--- src/rtl/imem_pkg.sv ---
// Shared definitions for the instruction memory and its loader.
// Holds the loader state encoding, text base address and memory depth.
package imem_pkg;

    localparam logic [31:0] TEXT_BASE  = 32'h0040_0000;
    localparam int          IMEM_DEPTH = 64;

    typedef enum logic [2:0] {
        LD_IDLE = 3'd0,
        LD_LEN0 = 3'd1,
        LD_LEN1 = 3'd2,
        LD_DATA = 3'd3,
        LD_CHK  = 3'd4,
        LD_DONE = 3'd5
    } loader_state_t;

    // Byte address of a word index, computed at full 32-bit width.
    function automatic logic [31:0] word_addr(input logic [31:0] base, input logic [15:0] idx);
        return base + {14'd0, idx, 2'b00};
    endfunction

endpackage

--- src/rtl/byte_word_packer.sv ---
// Packs a little-endian byte stream into 32-bit words; word is registered on the 4th byte (1 cycle).
// No backpressure of its own: every asserted i_byte_vld is taken.
module byte_word_packer (
    input  logic        clk,
    input  logic        rst_n,
    input  logic        i_clr,
    input  logic        i_byte_vld,
    input  logic [7:0]  i_byte,
    output logic        o_last_byte,
    output logic        o_word_vld,
    output logic [31:0] o_word
);

    logic [1:0]  r_cnt;
    logic [23:0] r_shift;
    logic [31:0] r_word;
    logic        r_word_vld;

    always_ff @(posedge clk or negedge rst_n) begin
        if (!rst_n) begin
            r_cnt      <= 2'd0;
            r_shift    <= 24'd0;
            r_word     <= 32'd0;
            r_word_vld <= 1'b0;
        end else begin
            r_word_vld <= 1'b0;
            if (i_clr) begin
                r_cnt   <= 2'd0;
                r_shift <= 24'd0;
            end else if (i_byte_vld) begin
                r_cnt <= r_cnt + 2'd1;
                case (r_cnt)
                    2'd0: r_shift[7:0]   <= i_byte;
                    2'd1: r_shift[15:8]  <= i_byte;
                    2'd2: r_shift[23:16] <= i_byte;
                    default: begin
                        r_word     <= {i_byte, r_shift};
                        r_word_vld <= 1'b1;
                        r_shift    <= 24'd0;
                    end
                endcase
            end
        end
    end

    assign o_last_byte = (r_cnt == 2'd3);
    assign o_word_vld  = r_word_vld;
    assign o_word      = r_word;

endmodule

--- src/rtl/imem_loader.sv ---
// Loads a framed byte stream (length, LE words, XOR checksum) into imem via its write port; write 1 cycle after 4th byte.
// in_ready is high in every busy state, so the host alone paces the stream; core held in reset while busy.
module imem_loader
    import imem_pkg::*;
#(
    parameter logic [31:0] BASE_ADDR = TEXT_BASE,
    parameter int          DEPTH     = IMEM_DEPTH
) (
    input  logic        clk,
    input  logic        rst_n,
    input  logic        start,
    input  logic        in_valid,
    input  logic [7:0]  in_data,
    output logic        in_ready,
    output logic        we,
    output logic [31:0] wa,
    output logic [31:0] wd,
    output logic        busy,
    output logic        hold_cpu,
    output logic        done,
    output logic        err
);

    localparam logic [31:0] L_DEPTH = DEPTH[31:0];

    loader_state_t r_state;
    loader_state_t w_next;

    logic [15:0] r_len;
    logic [15:0] r_idx;
    logic [7:0]  r_csum;
    logic        r_err;
    logic [31:0] r_wa;

    logic        w_hs;
    logic        w_start_ok;
    logic [15:0] w_len_full;
    logic        w_oversize;
    logic        w_last_word;
    logic        w_pk_last;
    logic        w_pk_vld;
    logic [31:0] w_pk_word;

    assign w_hs        = in_valid && in_ready;
    assign w_start_ok  = start && ((r_state == LD_IDLE) || (r_state == LD_DONE));
    assign w_len_full  = {in_data, r_len[7:0]};
    assign w_oversize  = {16'd0, w_len_full} > L_DEPTH;
    assign w_last_word = (r_idx == (r_len - 16'd1));

    always_ff @(posedge clk or negedge rst_n) begin
        if (!rst_n) begin
            r_state <= LD_IDLE;
        end else begin
            r_state <= w_next;
        end
    end

    always_comb begin
        w_next = r_state;
        case (r_state)
            LD_IDLE, LD_DONE: begin
                if (start) w_next = LD_LEN0;
            end
            LD_LEN0: begin
                if (w_hs) w_next = LD_LEN1;
            end
            LD_LEN1: begin
                if (w_hs) begin
                    if (w_oversize)              w_next = LD_DONE;
                    else if (w_len_full == 16'd0) w_next = LD_CHK;
                    else                          w_next = LD_DATA;
                end
            end
            LD_DATA: begin
                if (w_hs && w_pk_last && w_last_word) w_next = LD_CHK;
            end
            LD_CHK: begin
                if (w_hs) w_next = LD_DONE;
            end
            default: w_next = LD_IDLE;
        endcase
    end

    always_comb begin
        busy     = 1'b0;
        done     = 1'b0;
        case (r_state)
            LD_LEN0, LD_LEN1, LD_DATA, LD_CHK: busy = 1'b1;
            LD_DONE:                           done = 1'b1;
            default: ;
        endcase
        in_ready = busy;
        hold_cpu = busy;
    end

    always_ff @(posedge clk or negedge rst_n) begin
        if (!rst_n) begin
            r_len  <= 16'd0;
            r_idx  <= 16'd0;
            r_csum <= 8'd0;
            r_err  <= 1'b0;
            r_wa   <= BASE_ADDR;
        end else if (w_start_ok) begin
            r_idx  <= 16'd0;
            r_csum <= 8'd0;
            r_err  <= 1'b0;
        end else if (w_hs) begin
            case (r_state)
                LD_LEN0: begin
                    r_len[7:0] <= in_data;
                    r_csum     <= r_csum ^ in_data;
                end
                LD_LEN1: begin
                    r_len[15:8] <= in_data;
                    r_csum      <= r_csum ^ in_data;
                    if (w_oversize) r_err <= 1'b1;
                end
                LD_DATA: begin
                    r_csum <= r_csum ^ in_data;
                    // Address is registered with the word so wa/wd line up with the we pulse.
                    if (w_pk_last) begin
                        r_wa  <= word_addr(BASE_ADDR, r_idx);
                        r_idx <= r_idx + 16'd1;
                    end
                end
                LD_CHK: begin
                    r_err <= (in_data != r_csum);
                end
                default: ;
            endcase
        end
    end

    byte_word_packer u_packer (
        .clk         (clk),
        .rst_n       (rst_n),
        .i_clr       (w_start_ok),
        .i_byte_vld  (w_hs && (r_state == LD_DATA)),
        .i_byte      (in_data),
        .o_last_byte (w_pk_last),
        .o_word_vld  (w_pk_vld),
        .o_word      (w_pk_word)
    );

    assign we  = w_pk_vld;
    assign wd  = w_pk_word;
    assign wa  = r_wa;
    assign err = r_err;

endmodule

--- config.mk ---
export PLATFORM = sky130hd
export DESIGN_NAME = imem_loader
export DESIGN_NICKNAME = d
export VERILOG_FILES = /design/src/rtl/imem_pkg.sv /design/src/rtl/byte_word_packer.sv /design/src/rtl/imem_loader.sv
export SDC_FILE = /design/constraint.sdc
export NUM_CORES = 1
export LEC_CHECK = 0
export ABC_AREA = 1
export ABC_CLOCK_PERIOD_IN_PS = 1990
export CAP_MARGIN = 20
export CORE_MARGIN = 3
export CORE_UTILIZATION = 55
export CTS_CLUSTER_DIAMETER = 200
export CTS_CLUSTER_SIZE = 28
export DETAILED_ROUTE_END_ITERATION = 12
export DONT_BUFFER_PORTS = 1
export GPL_TIMING_DRIVEN = 0
export PLACE_DENSITY_LB_ADDON = 0.1
export SYNTH_ARGS = -nofsm -noshare
export SYNTH_HDL_FRONTEND = slang
export SYNTH_SLANG_ARGS = --single-unit
--- constraint.sdc ---
create_clock -name clk -period 1.99 [get_ports clk]
set_input_delay 0.597 -clock clk [delete_from_list [all_inputs] [get_ports clk]]
set_output_delay 0.597 -clock clk [all_outputs]
set_load 0.005 [all_outputs]
Word level (Yosys, flattened, before mapping)
Cells that the tools add are included.
{"block": "word_totals", "ff_bits": 135, "inputBits": 12, "word_cells": 104}
{"block": "classes", "n_addsub": 4, "n_lt_le_gt_ge": 1, "eq_ne": 19, "mux": 31, "bitwise_logic": 3, "reduce_logical": 33}
{"op": "$mux W16", "n": 4}
{"op": "$mux W24", "n": 2}
{"op": "$pmux W8 S2", "n": 3}
{"op": "$add A23 B18 Y24 const A", "n": 1}
{"op": "$mux W8", "n": 3}
{"op": "$mux W3", "n": 7}
{"op": "$add A16 B1 Y16 const B", "n": 1}
{"op": "$eq A16 B16 Y1", "n": 1}
{"op": "$gt A16 B7 Y1 const B", "n": 1}
{"op": "$logic_not A16 Y1", "n": 1}
{"op": "$sub A16 B1 Y16 const B", "n": 1}
{"op": "$pmux W3 S5", "n": 1}
{"op": "$reduce_and A3 Y1", "n": 5}
{"op": "$ne A2 B2 Y1 const B", "n": 5}
{"op": "$reduce_bool A2 Y1", "n": 5}
{"op": "$mux W1", "n": 8}
{"op": "$ne A8 B8 Y1", "n": 1}
{"op": "$reduce_and A2 Y1", "n": 4}
{"op": "$reduce_or A2 Y1", "n": 4}
{"op": "$xor A8 B8 Y8", "n": 1}
{"op": "$eq A3 B2 Y1 const B", "n": 2}
{"op": "$eq A3 B3 Y1 const B", "n": 2}
{"op": "$ne A2 B1 Y1 const B", "n": 3}
{"op": "$reduce_or A3 Y1", "n": 2}
{"op": "16 further kinds", "n": 23}

Logic depth before layout (Yosys ltp)
Gate-level depths: netlist (run 1).
{"block": "depth", "depth_word": 8, "depth_mapped": 17}

By module
Synthesis (run 1) repeated with hierarchy kept, for this count alone.
{"block": "unflattened", "hier_cells": 758, "area_unflattened_um2": 6039.5}
{"mod": "imem_loader", "instances": 1, "cells_per_inst": 474, "area_each_um2": 3574.7, "seq_area_each_um2": 1501.4}
{"mod": "byte_word_packer", "instances": 1, "cells_per_inst": 284, "area_each_um2": 2464.9, "seq_area_each_um2": 1476.4}

Worst setup path before layout (run 1)
Ideal clock, no wire load.
{"block": "synth_timing", "path_type": "register to register", "startpoint": "register r_len[0]", "endpoint": "register r_state[2]", "setup_ns": 0.117, "arrival_time_ns": 1.608, "required_ns": 1.873, "setup_slack_ns": 0.265, "stages_incl_launch_ff": 13, "path_buffers": 0, "cell_sequence": "dfrtp_1 -> inv_1 -> ha_1 -> nand2_1 -> nor2_1 -> xor2_1 -> nand3_1 -> nor2_1 -> nand4_1 -> nand2_1 -> nand2_1 -> nand2_1 -> nand2_1"}
{"block": "synth_via", "elab_chain_len": 5, "elab_cells_between_ends": 11, "cone_classes": "1 x add/sub; 1 x order compare; 2 x eq/ne; 4 x mux; 3 x reduce/logical"}
{"item": "start: declaration", "line": "imem_loader.sv:29", "rtl": "logic [15:0] r_len;"}
{"item": "start signal: assignment", "line": "imem_loader.sv:110", "rtl": "r_len[7:0] <= in_data;"}
{"item": "$sub A16 B1 Y16 / $logic_not A16 Y1 (equally long branches)", "line": "imem_loader.sv:48, imem_loader.sv:70"}
{"item": "$eq A16 B16 Y1 / $mux W3 (equally long branches)", "line": "imem_loader.sv:48, imem_loader.sv:70"}
{"item": "$logic_and A1 B1 Y1 / $mux W3 (equally long branches)", "line": "imem_loader.sv:75, imem_loader.sv:69"}
{"item": "$ne A2 B2 Y1 (no source line) / $mux W3 (equally long branches)"}
{"item": "$reduce_and A5 Y1 (no source line) / $pmux W3 S5 (equally long branches)"}
{"item": "end signal: assignment", "line": "imem_loader.sv:54", "rtl": "r_state <= w_next;"}
{"item": "end: declaration", "line": "imem_loader.sv:26", "rtl": "loader_state_t r_state;"}
Parallel ways exist; a longest one is shown, timed or not. The select of a mux whose other input is x is not followed.
A chain may end at the register's enable or synchronous reset.

Final worst setup path (run 1)
{"block": "layout_timing", "startpoint": "register r_state[0]", "endpoint": "output port in_ready"}
{"block": "layout_via", "elab_chain_len": 3, "elab_cells_between_ends": 6, "cone_classes": "4 x eq/ne; 1 x mux; 1 x reduce/logical"}
{"item": "$eq A3 B2 Y1 (tied with other cells)", "line": "imem_loader.sv:87", "rtl": "case (r_state)"}
{"item": "$reduce_or A4 Y1 (*)", "line": "imem_loader.sv:87"}
{"item": "$mux W1 (*)", "line": "imem_loader.sv:87"}
{"item": "end: declaration", "line": "imem_loader.sv:14", "rtl": "output logic in_ready,"}
Mark *: on every way between the ends. The rest lies on a longest branch, timed or not.

==> qor_table.md, run 1 <==
| Item | Value |
|:---|:---|
| Full die area | 11,700 sq um |
| Vert. Die Dim | 108 um |
| Gate Count Post-Synth | 689 |
| Worst hold-check path type | in2async |
| Final setup slack of the worst path | -0.0382 ns |
| Post-Route Hold Slack | -0.220 ns |
| Skew-Pair Late Insertion Delay | 0.51 ns |
| Achievable Freq | 493 MHz |
| Filler Cell Count | 785 |
| Worst slew margin relative to its limit | 66.3% |
| Total design power | 9.46 mW |
| Routability congestion estimate from global placement | 0.893 |
| Via count of the first global-routing pass | 4,674 |
| Width of the chip | 108 um |
| Startpoint Class | register |
| Final-report setup violation count | 2 |
| Initial Util | 57.9% |
| Sequential cell area fraction in the yosys report | 51.7% |
| # Max-Cap Violations | 0 |
| Synth Register Bits | 119 |
| Clock period minus worst slack | 2.03 ns |
| Post-Route Skew | 0.00696 ns |
| Pins over their slew limit | 0 |
| Library cells used by synthesis | 35 |
| Number of buffers created by CTS | 17 |
| Arrival time of the worst setup path | 1.43 ns |
| Syn avg cell area | 8.36 sq um |
| Crit path kind | reg2out |
| Maximum number of pins on one net before global-route repair | 120 |
| Maximum root-to-sink buffer count | 2 |
| H-tree level count | 4 |
| Outcome | complete, but fails checks |
| Standard-cell rows | 36 |
| Synthesized cell area | 5760 sq um |
| Leakage power figure | 3.33 nW |
| Highest fanout seen on the critical path | 5 |
| Layout overhead on the synthesized area | 20.6% |
| Number of nets with antenna violations after detailed routing | 0 |
| Total count of hold-check failures in the final report | 119 |
| Layout Nets | 759 |
| DRC Markers | 0 |
| Port bufs | 0 |
| Number of sinks handled by clock tree synthesis | 119 |
| Total inserted antenna cells | 0 |
| Global routing usage summed across all routing layers | 24.8% |
| Failing checks | negative hold slack, negative setup slack |
| Required time of the critical path | 1.39 ns |
| Average routed wire per standard cell | 15.8 um |
| Minimum setup slack after placement | -0.107 ns |
| Cell depth of the worst flop-to-flop path | 12 |
| Antenna violations before repair | 0 |
| Pre-antenna DRT Iters | 5 |
| Final TNS setup | -0.0745 ns |
| Placeable Area | 9950 sq um |
| Total wire length after detailed routing | 14,000 um |
| Wire length of the first global-routing pass | 22,600 um |
| Detailed router's first-iteration violation count | 279 |
| Tightest Pin Transition | 0.505 ns |
| RSZ-0062 raised after global routing | yes |
| Largest voltage drop on the vdd net | 0.000857 V |
| Critical path capture point type | output pin |
| Sum of net half-perimeters after detailed placement | 9610 um |
| Number of top-level design ports | 82 |
| Remaining global-route overflow | 0 |
| Clock-pin slew of the registers on the worst-case setup and hold paths | 0.06 ns |
| Via-to-Cell Ratio | 5.43 |
| Ratio of cells with drive above 1 in the final layout | 18.4% |
| Routed vias | 4,798 |
| Warnings from Yosys | 0 |
| P per Cell Area | 1360 nW/um^2 |
| Crit share post-route | 102% |
| Root Buffer | sky130_fd_sc_hd__clkbuf_8 |
| Clock tree from TritonCTS | yes |
| Final core utilization | 69.7% |
metal layers:
layer	wire (um)	share of wire, %	up-vias	GRT usage [%]
met2	6460	46	141	36.8
li1	-	-	2322	-
met4	217	1.5	0	9.11
met3	925	6.6	19	7.40
met5	0	0	-	0
met1	6400	46	2316	34.7
cell families after synthesis:
kind of cell	share of synthesized area, %
AND/OR/NAND/NOR	21.5
flip-flops	51.7
buffers and inverters	8.60
AO/OA/AOI/OAI	13.0
adder cells (fa/ha/maj)	1.74
XOR/XNOR	3.35
other	0.130
area by class of cell:
type,count,area [sq um],area share (%)
well taps,133,166,2.40
repair buffers,17,128,1.84
inverters,73,282,4.05
multi-input cells,475,2550,36.7
clock inverters,14,175,2.52
clock buffers,17,414,5.97
flip-flops and latches,119,2980,43.0
plain buffers,36,246,3.55
cells in the mapped netlist:
cell / count / area, sq um
sky130_fd_sc_hd__a21boi_2: 1 / 11.3
sky130_fd_sc_hd__a21oi_1: 6 / 30.0
sky130_fd_sc_hd__and2_1: 1 / 6.26
sky130_fd_sc_hd__buf_2: 6 / 30.0
sky130_fd_sc_hd__buf_4: 19 / 143
sky130_fd_sc_hd__buf_6: 1 / 11.3
sky130_fd_sc_hd__clkbuf_1: 10 / 37.5
sky130_fd_sc_hd__conb_1: 2 / 7.51
sky130_fd_sc_hd__dfrtp_1: 119 / 2980
sky130_fd_sc_hd__ha_1: 8 / 100
sky130_fd_sc_hd__inv_1: 65 / 244
sky130_fd_sc_hd__inv_2: 8 / 30.0
sky130_fd_sc_hd__nand2_1: 179 / 672
sky130_fd_sc_hd__nand2_2: 4 / 25.0
sky130_fd_sc_hd__nand3_1: 34 / 170
sky130_fd_sc_hd__nand3b_1: 2 / 15.0
sky130_fd_sc_hd__nand4_1: 5 / 31.3
sky130_fd_sc_hd__nor2_1: 56 / 210
sky130_fd_sc_hd__nor2_2: 4 / 25.0
sky130_fd_sc_hd__nor2_4: 1 / 11.3
sky130_fd_sc_hd__nor3_1: 4 / 20.0
sky130_fd_sc_hd__nor3_2: 3 / 30.0
sky130_fd_sc_hd__nor3b_1: 1 / 7.51
sky130_fd_sc_hd__o21a_1: 1 / 7.51
sky130_fd_sc_hd__o21ai_0: 74 / 370
sky130_fd_sc_hd__o21ai_1: 14 / 70.1
sky130_fd_sc_hd__o221ai_1: 1 / 8.76
sky130_fd_sc_hd__o22a_1: 1 / 8.76
sky130_fd_sc_hd__o22ai_1: 27 / 169
sky130_fd_sc_hd__o31ai_1: 7 / 52.6
sky130_fd_sc_hd__o31ai_4: 1 / 21.3
sky130_fd_sc_hd__or2_0: 1 / 6.26
sky130_fd_sc_hd__or2_2: 1 / 6.26
sky130_fd_sc_hd__xnor2_1: 11 / 96.3
sky130_fd_sc_hd__xor2_1: 11 / 96.3
repair_timing:
item	4_1_cts	5_1_grt
hold endpoints to repair	119	119
buffers inserted	5	12
endpoints found under the setup margin	7	89
pin swaps	1	20
resized for setup	18	59
state kept, by name, indices dropped and copies added, names as in the netlist:
| signal | cells |
|---|---|
| u_packer.r_cnt | 2 |
| err | 1 |
| r_len | 16 |
| u_packer.o_word_vld | 1 |
| r_state | 3 |
| r_idx | 16 |
| u_packer.r_shift | 24 |
| r_csum | 8 |
| wa | 16 |
| u_packer.o_word | 32 |
final timing paths:
path                                 startpoint                    to  slack [ns]
hold / removal                            rst_n   u_packer.o_word_vld       -0.22
hold reg to reg            u_packer.r_shift[21]   u_packer.o_word[21]        0.48
setup reg to reg                     r_state[2]            r_state[1]           0
min in group clk                     in_data[2]  u_packer.r_shift[10]        0.27
max in group asynchronous                 rst_n   u_packer.o_word[23]        1.96
setup / recovery                     r_state[0]              in_ready       -0.04
per-stage QoR:
stage,cells,cell area (sq um)
2_1_floorplan,703,5810
3_3_place_gp,836,5980
3_5_place_dp,836,5980
4_1_cts,872,6650
5_1_grt,884,6940
6_report,884,6940
worst max-delay path, cell delays in order (launching register included):
cell                      delay (ns)
sky130_fd_sc_hd__dfrtp_2        0.46
sky130_fd_sc_hd__o21ai_4        0.24
sky130_fd_sc_hd__nand2_4        0.09
sky130_fd_sc_hd__buf_6          0.12
power by group:
| part | switching (mW) | internal, mW | total, mW |
|---|---|---|---|
| Clock | 1.13 | 1.91 | 3.04 |
| Sequential | 0.430 | 2.88 | 3.31 |
| Combinational | 1.89 | 1.22 | 3.11 |
| Total | 3.45 | 6.01 | 9.46 |
layout by cell type, fill, tap and decap left out, types with 3 or more instances in the layout:
cell and n:
sky130_fd_sc_hd__a21oi_1 6, sky130_fd_sc_hd__buf_2 3, sky130_fd_sc_hd__buf_4 36, sky130_fd_sc_hd__buf_6 4, sky130_fd_sc_hd__bufinv_16 3, sky130_fd_sc_hd__clkbuf_1 7, sky130_fd_sc_hd__clkbuf_16 16, sky130_fd_sc_hd__clkinv_4 3
sky130_fd_sc_hd__clkinvlp_4 3, sky130_fd_sc_hd__conb_1 16, sky130_fd_sc_hd__dfrtp_1 115, sky130_fd_sc_hd__dfrtp_2 4, sky130_fd_sc_hd__ha_1 6, sky130_fd_sc_hd__inv_1 62, sky130_fd_sc_hd__inv_2 8, sky130_fd_sc_hd__inv_4 3
sky130_fd_sc_hd__inv_6 3, sky130_fd_sc_hd__nand2_1 168, sky130_fd_sc_hd__nand2_2 10, sky130_fd_sc_hd__nand2_4 5, sky130_fd_sc_hd__nand3_1 30, sky130_fd_sc_hd__nand3_2 3, sky130_fd_sc_hd__nand4_1 5, sky130_fd_sc_hd__nor2_1 49
sky130_fd_sc_hd__nor2_2 6, sky130_fd_sc_hd__nor2_4 6, sky130_fd_sc_hd__nor3_1 3, sky130_fd_sc_hd__nor3_2 3, sky130_fd_sc_hd__o21ai_0 71, sky130_fd_sc_hd__o21ai_1 14, sky130_fd_sc_hd__o22ai_1 27, sky130_fd_sc_hd__o31ai_1 5
sky130_fd_sc_hd__xnor2_1 11, sky130_fd_sc_hd__xor2_1 11
Note: power is estimated with default switching activity, not from simulation.
==> inputs of run 2 (changes only) <==
Settings changed: CORE_MARGIN 3 to default.
==> qor_table.md, run 2 (synthesized netlist as in run 1, its figures left out) <==
| Item | Value |
|:---|:---|
| Outcome | complete, but fails checks |
| Failing checks | negative hold slack, negative setup slack |
| Number of nets with antenna violations after detailed routing | 0 |
| Pre-antenna DRT Iters | 5 |
| Total inserted antenna cells | 0 |
| Maximum number of pins on one net before global-route repair | 120 |
| Root Buffer | sky130_fd_sc_hd__clkbuf_8 |
| Final core utilization | 68.8% |
| Net Sw Frac | 37.0% |
| Clock tree from TritonCTS | yes |
| Most common cell after layout, fill and taps aside | sky130_fd_sc_hd__nand2_1 |
| Final TNS setup | -0.246 ns |
| Share of total power in combinational logic | 32.1% |
| Highest fanout seen on the critical path | 7 |
| Ratio of cells with drive above 1 in the final layout | 18.0% |
| Final-report setup violation count | 5 |
| Routed vias | 4,766 |
| Global routing usage summed across all routing layers | 26.3% |
| Maximum root-to-sink buffer count | 2 |
| Via-to-Cell Ratio | 5.40 |
| Commonest non-fill, non-tap cells in the layout | 169 x sky130_fd_sc_hd__nand2_1, 113 x sky130_fd_sc_hd__dfrtp_1, 72 x sky130_fd_sc_hd__o21ai_0 |
| Crit share post-route | 104% |
| Internal cell power | 5.74 mW |
| Pins over their slew limit | 0 |
| Area used by multi-input combinational logic | 2500 sq um |
| Detailed router's first-iteration violation count | 304 |
| Via count of the first global-routing pass | 4,542 |
| DRC Markers | 0 |
| Filler Cell Count | 778 |
| Sum of net half-perimeters after detailed placement | 9360 um |
| H-tree level count | 4 |
| Width of the chip | 104 um |
| Required time of the critical path | 1.39 ns |
| Number of buffers created by CTS | 17 |
| Startpoint Class | register |
| Final Non-Filler Cells | 883 |
| Antenna violations before repair | 0 |
| Post-Route Hold Slack | -0.238 ns |
| Flip-flop count of the largest register, all copies and words added | 32 |
| Total wire length after detailed routing | 13,600 um |
| FF/Latch Area | 2990 sq um |
| P per Cell Area | 1330 nW/um^2 |
| Layout Nets | 757 |
| Port bufs | 0 |
| Crit path kind | reg2out |
| Number of top-level design ports | 82 |
| Full die area | 10,900 sq um |
| Skew-Pair Late Insertion Delay | 0.52 ns |
| Standard-cell rows | 36 |
| Post-Place Cells | 836 |
| Initial Util | 57.9% |
| Worst hold-check path type | in2async |
| Critical path capture point type | output pin |
| Tightest Pin Transition | 0.505 ns |
| Post-Route Skew | 0.00923 ns |
| Worst slew margin relative to its limit | 66.1% |
| Layout overhead on the synthesized area | 18.9% |
| Largest voltage drop on the vdd net | 0.000809 V |
| Average routed wire per standard cell | 15.4 um |
| Proportion of power drawn by the clock network | 31.6% |
| Arrival time of the worst setup path | 1.47 ns |
| Vert. Die Dim | 104 um |
| Clock-pin slew of the registers on the worst-case setup and hold paths | 0.06 ns |
| Wire length of the first global-routing pass | 22,500 um |
| Sequential cell fraction of total power | 36.3% |
| Total count of hold-check failures in the final report | 119 |
| Final setup slack of the worst path | -0.0776 ns |
| Leakage power figure | 3.28 nW |
| Routability congestion estimate from global placement | 0.837 |
| Reg2Reg Setup Slack | -0.04 ns |
| Clock period minus worst slack | 2.07 ns |
| Achievable Freq | 484 MHz |
| # Max-Cap Violations | 0 |
| RSZ-0062 raised after global routing | yes |
| Number of sinks handled by clock tree synthesis | 119 |
| Placeable Area | 9950 sq um |
| Switching Power | 3.37 mW |
| Remaining global-route overflow | 0 |
[run 2: metal layers]
| metal | track usage (%) | vias up | share of wire, % |
|---|---|---|---|
| li1 | - | 2312 | - |
| met4 | 8.16 | 0 | 1.5 |
| met1 | 37.1 | 2305 | 48 |
| met3 | 7.89 | 14 | 5.6 |
| met2 | 39.1 | 135 | 45 |
| met5 | 0 | - | 0 |
[run 2: worst max-delay path, cell delays in order, from the launching register on]
cell                      delay [ns]
sky130_fd_sc_hd__dfrtp_2        0.49
sky130_fd_sc_hd__nor2_4         0.15
sky130_fd_sc_hd__nand2_2        0.10
sky130_fd_sc_hd__nand2_2        0.10
sky130_fd_sc_hd__buf_4          0.11
[run 2: layout make-up]
cell class | instances | area share, %
inverter | 73 | 4.07
clock buffer | 19 | 6.45
timing repair buffer | 15 | 1.70
sequential | 119 | 43.6
clock inverter | 13 | 1.77
multi-input combinational | 475 | 36.5
tap | 133 | 2.43
buffer | 36 | 3.44
[run 2: through the flow]
| stage | setup WS (ns) | instance area (sq um) | power (mW) | hold WS, ns |
|---|---|---|---|---|
| 3_5_place_dp | -0.139 | 5980 | 5.77 | 0.304 |
| 2_1_floorplan | 0.265 | 5810 | 5.20 | 0.301 |
| 6_report | -0.0776 | 6850 | 9.11 | -0.238 |
| 5_1_grt | -0.187 | 6850 | 9.68 | -0.264 |
| 3_3_place_gp | -0.0876 | 5980 | 5.69 | 0.305 |
| 4_1_cts | -0.0293 | 6600 | 8.77 | -0.248 |
[run 2: worst paths after layout]
path | startpoint | endpoint | cells after the start
hold reg to reg | u_packer.r_shift[21] | u_packer.o_word[21] | 2
setup / recovery | r_state[1] | hold_cpu | 4
hold / removal | rst_n | u_packer.o_word_vld | 0
setup reg to reg | r_state[1] | r_state[1] | 12
min in group clk | in_data[2] | u_packer.r_shift[10] | 2
max in group asynchronous | rst_n | r_idx[0] | 0
[run 2: timing repair]
item | CTS | global route
buffers inserted | 2 | 13
setup endpoints to repair | 7 | 61
endpoints found under the hold margin | 119 | 119
pin swaps | 1 | 17
gates resized for setup | 17 | 48
[run 2: power by group through the flow]
stage | registers, mW | logic, mW | clock network, mW
detailed placement | 3.31 | 2.47 | 0
floorplan | 3.19 | 2.01 | 0
finish | 3.31 | 2.93 | 2.88
global route | 3.36 | 3.30 | 3.01
CTS | 3.29 | 2.58 | 2.90
global placement | 3.29 | 2.40 | 0
==> inputs of run 3 (changes only) <==
Settings changed: ABC_AREA 1 to default.
==> qor_table.md, run 3 <==
| Item | Value |
|:---|:---|
| # Max-Cap Violations | 0 |
| Switching Power | 3.50 mW |
| Library cells used by synthesis | 51 |
| Ranking of synthesized cells by area | sky130_fd_sc_hd__dfrtp_1 50%, sky130_fd_sc_hd__nand2_1 13%, sky130_fd_sc_hd__xnor2_1 2.9% |
| Final Non-Filler Cells | 866 |
| Net Sw Frac | 34.7% |
| Synthesized cell area | 5950 sq um |
| Vert. Die Dim | 106 um |
| Maximum number of pins on one net before global-route repair | 120 |
| Sequential cell area fraction in the yosys report | 50.0% |
| Largest voltage drop on the vdd net | 0.000850 V |
| Number of sinks handled by clock tree synthesis | 119 |
| Remaining global-route overflow | 0 |
| Clock-pin slew of the registers on the worst-case setup and hold paths | 0.06 ns |
| Critical path capture point type | output pin |
| Antenna violations before repair | 0 |
| Number of nets with antenna violations after detailed routing | 0 |
| Required time of the critical path | 1.39 ns |
| Final setup slack of the worst path | -0.0876 ns |
| Area share of the largest cell type after synthesis | 50.0% |
| Final TNS setup | -0.175 ns |
| RSZ-0062 raised after global routing | yes |
| Clock tree from TritonCTS | yes |
| Worst hold-check path type | in2async |
| Via count of the first global-routing pass | 4,766 |
| Post-Place Cells | 825 |
| Arrival time of the worst setup path | 1.48 ns |
| Achievable Freq | 481 MHz |
| Total count of hold-check failures in the final report | 119 |
| Pins over their slew limit | 0 |
| Average routed wire per standard cell | 16.3 um |
| Minimum setup slack after placement | -0.318 ns |
| Final core utilization | 68.5% |
| Via-to-Cell Ratio | 5.56 |
| Syn avg cell area | 8.82 sq um |
| Crit path kind | reg2out |
| Synth Register Bits | 119 |
| Final-report setup violation count | 3 |
| Count of flip-flops with a built-in enable after synthesis | 0 |
| Routed vias | 4,815 |
| Proportion of power drawn by the clock network | 32.3% |
| DRC Markers | 0 |
| Number of top-level design ports | 82 |
| Share of total power in combinational logic | 32.2% |
| Commonest non-fill, non-tap cells in the layout | 211 x sky130_fd_sc_hd__nand2_1, 113 x sky130_fd_sc_hd__dfrtp_1, 32 x sky130_fd_sc_hd__o21ai_0, 32 x sky130_fd_sc_hd__nand3_1, 29 x sky130_fd_sc_hd__buf_4 |
| Number of buffers created by CTS | 17 |
| Stage delay of the slowest cell on the critical path | 0.41 ns |
| Placeable Area | 10,400 sq um |
| Gate Count Post-Synth | 675 |
| Detailed router's first-iteration violation count | 380 |
| H-tree level count | 4 |
| Ratio of cells with drive above 1 in the final layout | 19.0% |
| Failing checks | negative hold slack, negative setup slack |
| Root Buffer | sky130_fd_sc_hd__clkbuf_8 |
| Top cell type by total area after synthesis | sky130_fd_sc_hd__dfrtp_1 |
| Worst slew margin relative to its limit | 54.1% |
| Tightest Pin Transition | 0.689 ns |
| Leakage power figure | 3.54 nW |
| Filler Cell Count | 829 |
| Port bufs | 0 |
| Sequential cell fraction of total power | 35.4% |
| Total wire length after detailed routing | 14,100 um |
| Highest fanout seen on the critical path | 5 |
| Maximum root-to-sink buffer count | 2 |
| Skew-Pair Late Insertion Delay | 0.52 ns |
| Most common cell after layout, fill and taps aside | sky130_fd_sc_hd__nand2_1 |
| Width of the chip | 106 um |
| Internal cell power | 6.60 mW |
| Standard cell with the maximum stage delay on the critical path | sky130_fd_sc_hd__dfrtp_1 |
| Layout overhead on the synthesized area | 19.9% |
| Async set or reset register ratio after synthesis | 100% |
| Post-Route Hold Slack | -0.228 ns |
| Warnings from Yosys | 0 |
| Startpoint Class | register |
| Sum of net half-perimeters after detailed placement | 9060 um |
| Outcome | complete, but fails checks |
| Synth Flop Type | sky130_fd_sc_hd__dfrtp_1 |
| Standard-cell rows | 37 |
| Layout Nets | 737 |
| FF/Latch Area | 2990 sq um |
| Chain of cells forming the critical path | buf_6 > xnor2_4 > buf_6 |
| Global routing usage summed across all routing layers | 27.0% |
| Top cells by instance count after synthesis | 212 x sky130_fd_sc_hd__nand2_1, 119 x sky130_fd_sc_hd__dfrtp_1, 33 x sky130_fd_sc_hd__nand3_1, 33 x sky130_fd_sc_hd__o21ai_0, 31 x sky130_fd_sc_hd__clkbuf_1 |
| Most repeated cell in the gate-level netlist after synthesis | sky130_fd_sc_hd__nand2_1 |
| Flip-flop count of the largest register, all copies and words added | 32 |
| Initial Util | 57.1% |
| Area used by multi-input combinational logic | 2860 sq um |
| Wire length of the first global-routing pass | 23,600 um |
| P per Cell Area | 1420 nW/um^2 |
| Crit share post-route | 104% |
| Full die area | 11,200 sq um |
| Clock period minus worst slack | 2.08 ns |
| Post-Route Skew | 0.00755 ns |
| Total inserted antenna cells | 0 |
| CP dominant cell by count | sky130_fd_sc_hd__buf_6 |
| Routability congestion estimate from global placement | 0.852 |
| Pre-antenna DRT Iters | 8 |
-- run 3: changes by cell type after synthesis, sizes merged, moves of 8 or more --
cell | previous run | this run
a21o | 0 | 11
a21oi | 6 | 18
a31oi | 0 | 10
and3 | 0 | 9
clkbuf | 10 | 31
inv | 73 | 10
mux2 | 0 | 13
nand2 | 183 | 212
nor2 | 61 | 26
nor4 | 0 | 8
o21ai | 88 | 35
o22ai | 27 | 1
xnor2 | 11 | 20
-- run 3: layer usage --
layer	part of all wire, %	vias up	wire length, um	track usage [%]
met5	0	-	0	0
met4	1.5	0	217	11.2
met3	7.4	19	1040	6.81
met2	48	189	6710	42.4
met1	43	2313	6120	35.8
li1	-	2294	-	-
-- run 3: cell type report --
class	count	share of cell area, %
clock buffers	21	6.58
well taps	136	2.39
multi-input cells	498	40.1
repair buffers	13	1.42
clock inverters	11	2.39
plain buffers	58	4.79
inverters	10	0.526
flip-flops and latches	119	41.9
-- run 3: power groups by stage --
stage	clock [mW]	combinational (mW)	sequential, mW
after detailed placement	0	2.64	3.58
after global routing	3.41	3.58	3.66
final	3.27	3.26	3.58
after CTS	3.31	2.87	3.57
after global placement	0	2.54	3.55
after floorplan	0	2.13	3.44
-- run 3: stage by stage --
step / cell area (sq um) / total power [mW] / hold WS [ns]
floorplan: 6000 / 5.57 / 0.301
finish: 7130 / 10.1 / -0.228
detailed placement: 6170 / 6.23 / 0.305
global placement: 6170 / 6.09 / 0.305
global route: 7130 / 10.7 / -0.251
CTS: 6920 / 9.75 / -0.252
-- run 3: worst paths after layout --
check                                      from                   to  slack, ns  depth (start not counted)
setup / recovery                     r_state[2]             in_ready      -0.09                          3
min in group clk                          start            r_idx[13]       0.43                          3
setup reg to reg                       r_len[2]           r_state[1]       0.02                          7
hold / removal                            rst_n               wa[13]      -0.23                          0
max in group asynchronous                 rst_n   u_packer.o_word[4]       1.99                          0
hold reg to reg            u_packer.r_shift[18]  u_packer.o_word[18]       0.47                          2
-- run 3: kinds of logic (layout without fill, tap and decap cells) --
group,after synthesis,count (layout),share of synthesized area (%)
and+or+nand+nor,331,331,24.6
other,2,16,0.126
DFF,119,119,50.0
AOI/OAI and AO/OA,93,93,9.65
buffers and inverters,72,113,5.89
muxes,16,16,2.96
xor gates and xnor gates,34,34,5.00
adders and majority gates,8,8,1.68
-- run 3: repair_timing --
action,4_1_cts,5_1_grt
setup endpoints to repair,35,77
gates cloned,0,1
gates resized for setup,21,49
pin swaps,5,8
hold endpoints to repair,119,119
buffers inserted,4,8
-- run 3: critical path: cells and delay by family, from the launching register on --
| family | cells | cell delay [ns] |
|---|---|---|
| xor gates and xnor gates | 1 | 0.25 |
| buffers and inverters | 2 | 0.30 |
| DFF | 1 | 0.41 |
==> RTL edit 1 (config.mk and constraints of run 3) <==
Reset style: synchronous (`rst_n`), changed in 3 clocked blocks.
--- a/src/rtl/byte_word_packer.sv
+++ b/src/rtl/byte_word_packer.sv
@@ -17,5 +17,5 @@
     logic        r_word_vld;
 
-    always_ff @(posedge clk or negedge rst_n) begin
+    always_ff @(posedge clk) begin
         if (!rst_n) begin
             r_cnt      <= 2'd0;
--- a/src/rtl/imem_loader.sv
+++ b/src/rtl/imem_loader.sv
@@ -48,5 +48,5 @@
     assign w_last_word = (r_idx == (r_len - 16'd1));
 
-    always_ff @(posedge clk or negedge rst_n) begin
+    always_ff @(posedge clk) begin
         if (!rst_n) begin
             r_state <= LD_IDLE;
@@ -94,5 +94,5 @@
     end
 
-    always_ff @(posedge clk or negedge rst_n) begin
+    always_ff @(posedge clk) begin
         if (!rst_n) begin
             r_len  <= 16'd0;
Behaviour: differs if rst_n is asserted again (counterexample within 4 cycles, from zero or initial values and one cycle with rst_n low); with rst_n held inactive, the same outputs for 4 cycles.
==> RTL edit 1 against run 3 <==
- the run ends with setup timing left
- count of clock-buffer cells in the layout fell by 3
- design area is 5.1% lower
- critical endpoint is now r_state[1]
- area after synthesis fell by 4.8%
- worst setup slack got worse by 0.30 ns
- total power shrank 27%
- routed wire length up 2.5%
- critical path depth increased by 3
- synthesized cell count grew 3.0%
- sequential cell count did not move
==> RTL edit 1: results (changes against run 3) <==
- Failing checks: setup timing
- Commonest cells post-synth: 169 x nand2_1, 119 x dfxtp_1, 52 x a21boi_1, 42 x clkbuf_1, 42 x nor2_1
- Clock power frac: 39.1% (+6.8 points)
- Startpoint types: flip-flop
- Family with the most delay on the worst path: simple AND/OR/NAND/NOR gates
- Seq/Total Area, Yosys: 42.0% (-8.0 points)
- Initial antenna violation count: 0 (unchanged)
- Ant diodes: 0 (unchanged)
- CP max FO: 4 (-1)
- Setup TNS: -1.16 ns (-0.985 ns)
- Placer Congestion: 0.902 (+5.9%)
- Dpl cells: 842 (+2.1%)
- H-tree lvl count: 4 (unchanged)
- Worst stage delay on the critical path: 0.56 ns (+0.15 ns)
- # port buffers: 0 (unchanged)
- Worst setup margin: -0.386 ns (-0.299 ns)
- Hpwl dp: 9710 microns (+7.2%)
- Pre-CTS setup slack: -0.555 ns (-0.237 ns)
- Starting DRT DRC Count: 264 (-31%)
- Critical R2R Launch: r_len[0]
- Vias: 4,893 (+1.6%)
- Max reg flops: 32 (unchanged)
- CP arrival: 2.78 ns (+1.30 ns)
- DR WL/cell: 16.3 microns (+0.10%)
- DP Area: 0.00593 sq mm (-4.0%)
- Total gr overflow: 0 (unchanged)
- Routed WL: 14,400 microns (+2.5%)
- Drt pass-1 iters: 5 (-3)
- Slew @ Worst Pin: 0.677 ns (-0.0118 ns)
- Sequential power share: 35.7% (+0.3 points)
- Setup violators final: 5 (+2)
- Maximum clock path buffer count: 2 (unchanged)
- Clock root buffer: clkbuf_8
- Outcome: complete, but fails checks
- Layout cell share with drive strength beyond 1: 14.7% (-4.3 points)
- Tot Pwr: 0.00737 W (-27%)
- CP max stage cell: or4_4
- Synth warn: 0 (unchanged)
- Sw frac: 31.9% (-2.7 points)
- Fin Clk Skew: 0.00877 ns (+0.00123 ns)
- All-Layer GR Usage: 27.6% (+0.60 points)
- Async SR Flop Fraction: 0% (-100 points)
- Synth unique cells: 53 (+3.9%)
- Reg2Reg Depth: 6 (-1)
- Dominant cells by area after synthesis: dfxtp_1 42%, nand2_1 11%, a21boi_1 6.9%, xor2_1 4.5%, xnor2_1 3.6%
- Nets: 761 (+3.3%)
- Clock Latency Late Sink: 0.52 ns (about the same)
- Post-Syn Area per Cell: 8.16 sq um (-7.5%)
- Worst Setup EP: r_state[1]
- Leakage: 2.41 nW (-32%)
- Hold WC Path Type: in2reg
- Largest net degree at the start of global routing: 17 (-86%)
- First-pass GRT wire length: 23,600 microns (unchanged)
- Max VDD drop: 544 uV (-36%)
- Vias in the first global route: 4,734 (-0.67%)
-- RTL edit 1: cell count changes in the layout (fill, tap and decap cells not counted), sizes merged, moves of 7 or more --
| cell | delta |
|---|---|
| nand2 | -43 |
| a31oi | -9 |
| mux2 | -12 |
| o21ai | -27 |
| a21oi | +20 |
| nor2 | +16 |
| xor2 | +15 |
| dfrtp | -119 |
| a21boi | +59 |
| a21o | -11 |
| dfxtp | +119 |
| nor3b | -7 |
| nor2b | +12 |
-- RTL edit 1: cells by family (layout without fill, tap and decap cells) --
family / count (synthesis) / count (layout) / synth area share [%]
buffers and inverters: 71 / 116 / 5.94
XOR/XNOR: 53 / 53 / 8.45
multiplexers: 10 / 10 / 1.79
AND/OR/NAND/NOR: 313 / 313 / 25.3
AO/OA/AOI/OAI: 119 / 119 / 14.6
adder cells (fa/ha/maj): 8 / 8 / 1.77
flip-flops: 119 / 119 / 42.0
other: 2 / 16 / 0.132
-- RTL edit 1: worst min path at each step --
stage | startpoint | cells past startpoint | endpoint | slack, ns
2_1_floorplan | u_packer.r_shift[0] | 2 | u_packer.o_word[0] | 0.43
3_3_place_gp | u_packer.r_shift[2] | 2 | u_packer.o_word[2] | 0.44
3_5_place_dp | u_packer.r_shift[20] | 2 | u_packer.r_shift[20] | 0.44
4_1_cts | start | 2 | r_state[1] | 0.40
5_1_grt | start | 2 | r_state[1] | 0.42
6_report | rst_n | 2 | r_idx[1] | 0.41
-- RTL edit 1: worst reg2reg max path, stage by stage, from the launching register on --
cell and delay (ns):
dfxtp_4 0.35, or4_4 0.56, or4_4 0.47, xnor2_4 0.16, a2111oi_4 0.37, a21oi_2 0.12, o211a_1 0.23
-- RTL edit 1: area by class of cell --
type | count | area, sq um
Timing Repair Buffer | 17 | 128
Clock buffer | 18 | 418
Multi-Input combinational cell | 519 | 3150
Tap cell | 133 | 166
Clock inverter | 14 | 140
Fill cell | 781 | 3100
Buffer | 59 | 325
Inverter | 8 | 30.0
Sequential cell | 119 | 2410
-- RTL edit 1: metal layers --
metal / up-vias / share of wire (%) / track usage (%) / wire [microns]
li1: 2385 / - / - / -
met1: 2291 / 44 / 36.2 / 6410
met2: 187 / 47 / 44.3 / 6770
met3: 30 / 7.0 / 6.61 / 1020
met4: 0 / 1.7 / 9.94 / 246
met5: - / 0 / 0 / 0
-- RTL edit 1: timing repair --
action                     in CTS  in global routing
cloned                          0                  0
gates resized for setup        29                 18
pin swaps                      10                 14
setup endpoints to repair      29                 69
setup buffers                  10                  7
==> RTL edit 2 (flow settings as in run 3) <==
Made on the original files. Encoding of `loader_state_t`: now one-hot (6 bits for 6 states).
--- a/src/rtl/imem_pkg.sv
+++ b/src/rtl/imem_pkg.sv
@@ -6,11 +6,11 @@
     localparam int          IMEM_DEPTH = 64;
 
-    typedef enum logic [2:0] {
-        LD_IDLE = 3'd0,
-        LD_LEN0 = 3'd1,
-        LD_LEN1 = 3'd2,
-        LD_DATA = 3'd3,
-        LD_CHK  = 3'd4,
-        LD_DONE = 3'd5
+    typedef enum logic [5:0] {
+        LD_IDLE = 6'b000001,
+        LD_LEN0 = 6'b000010,
+        LD_LEN1 = 6'b000100,
+        LD_DATA = 6'b001000,
+        LD_CHK  = 6'b010000,
+        LD_DONE = 6'b100000
     } loader_state_t;
 
Formal check against the unedited RTL: no difference found for any inputs over 4 cycles, from zero or initial values and one cycle with rst_n low; so few cycles prove little.
==> RTL edit 2 against run 3 <==
- the flow still finishes with violations (hold timing, setup timing)
- final cell count down 1.2%
- die area up 2.5%
- total power down 14%
- worst setup slack worse by 0.61 ns
- worst hold slack better by 0.00072 ns
- area after synthesis up 2.6%
- register-to-register slack worse by 0.72 ns
- design area up 19%
- maximum frequency down 23%
- clock skew up 0.00087 ns
- sequential cell count up 3
- routed wire length up 18%
- first-iteration DRC count down 25%
==> RTL edit 2: results (changes against run 3) <==
- Final hold violations: 121 (+1.7%)
- Worst setup margin: -0.700 ns (-0.612 ns)
- Dominant cells by area after synthesis: dfrtp_1 50%, mux2_2 8.5%, nand2_1 5.1%, nand3_1 3.6%, xor2_1 3.2%
- Synth unique cells: 58 (+14%)
- Setup violators final: 110 (+107)
- Wire length on met3: 877 microns (-16%)
- Seq cells post-synth: 122 (+2.5%)
- Largest net degree at the start of global routing: 123 (+2.5%)
- Drt pass-1 iters: 4 (-4)
- Register area: 0.00306 sq mm (+2.5%)
- Non-clock buffering overhead: 12.3% (+6.1 points)
- CP max stage cell: or4_4
- Sw frac: 31.6% (-3.1 points)
- Clkbuf count: 22 (+4.8%)
- Leakage: 3.96 nW (+12%)
- Family with the most delay on the worst path: simple AND/OR/NAND/NOR gates
- Max VDD drop: 623 uV (-27%)
- Failing checks: hold timing, setup timing
- Outcome: complete, but fails checks
- Met3 usage: 6.60% (-0.21 points)
- Via density: 5.82 (+4.8%)
- Pwr top: the clock network
- Hold WS: -0.228 ns (+0.000724 ns)
- Area delta synth->final: 38.5%
- Fillers: 654 (-21%)
## RTL edit 2: through the flow
step / cells / hold WS [ns] / total power, W / setup TNS [ns]
2_1_floorplan: 627 / 0.301 / 0.00432 / -11.98
3_3_place_gp: 767 / 0.304 / 0.00465 / -45.10
3_5_place_dp: 767 / 0.304 / 0.00472 / -49.40
4_1_cts: 836 / -0.247 / 0.00823 / -29.37
5_1_grt: 856 / -0.258 / 0.00909 / -48.92
6_report: 856 / -0.228 / 0.00873 / -42.73
## RTL edit 2: what timing repair did
item                                    4_1_cts  5_1_grt
pin swaps                                    31       44
resized for setup                           107      112
endpoints found under the hold margin       122      122
cloned                                        8        1
buffers inserted                             33       23
endpoints found under the setup margin      123      123
## RTL edit 2: final timing paths
path,to,cells after the start
min in group clk,r_state[0],2
max in group asynchronous,r_state[0],0
min,u_packer.o_word[24],0
max,r_state[3],7
min reg2reg,wa[3],2
max reg2reg,r_state[3],7
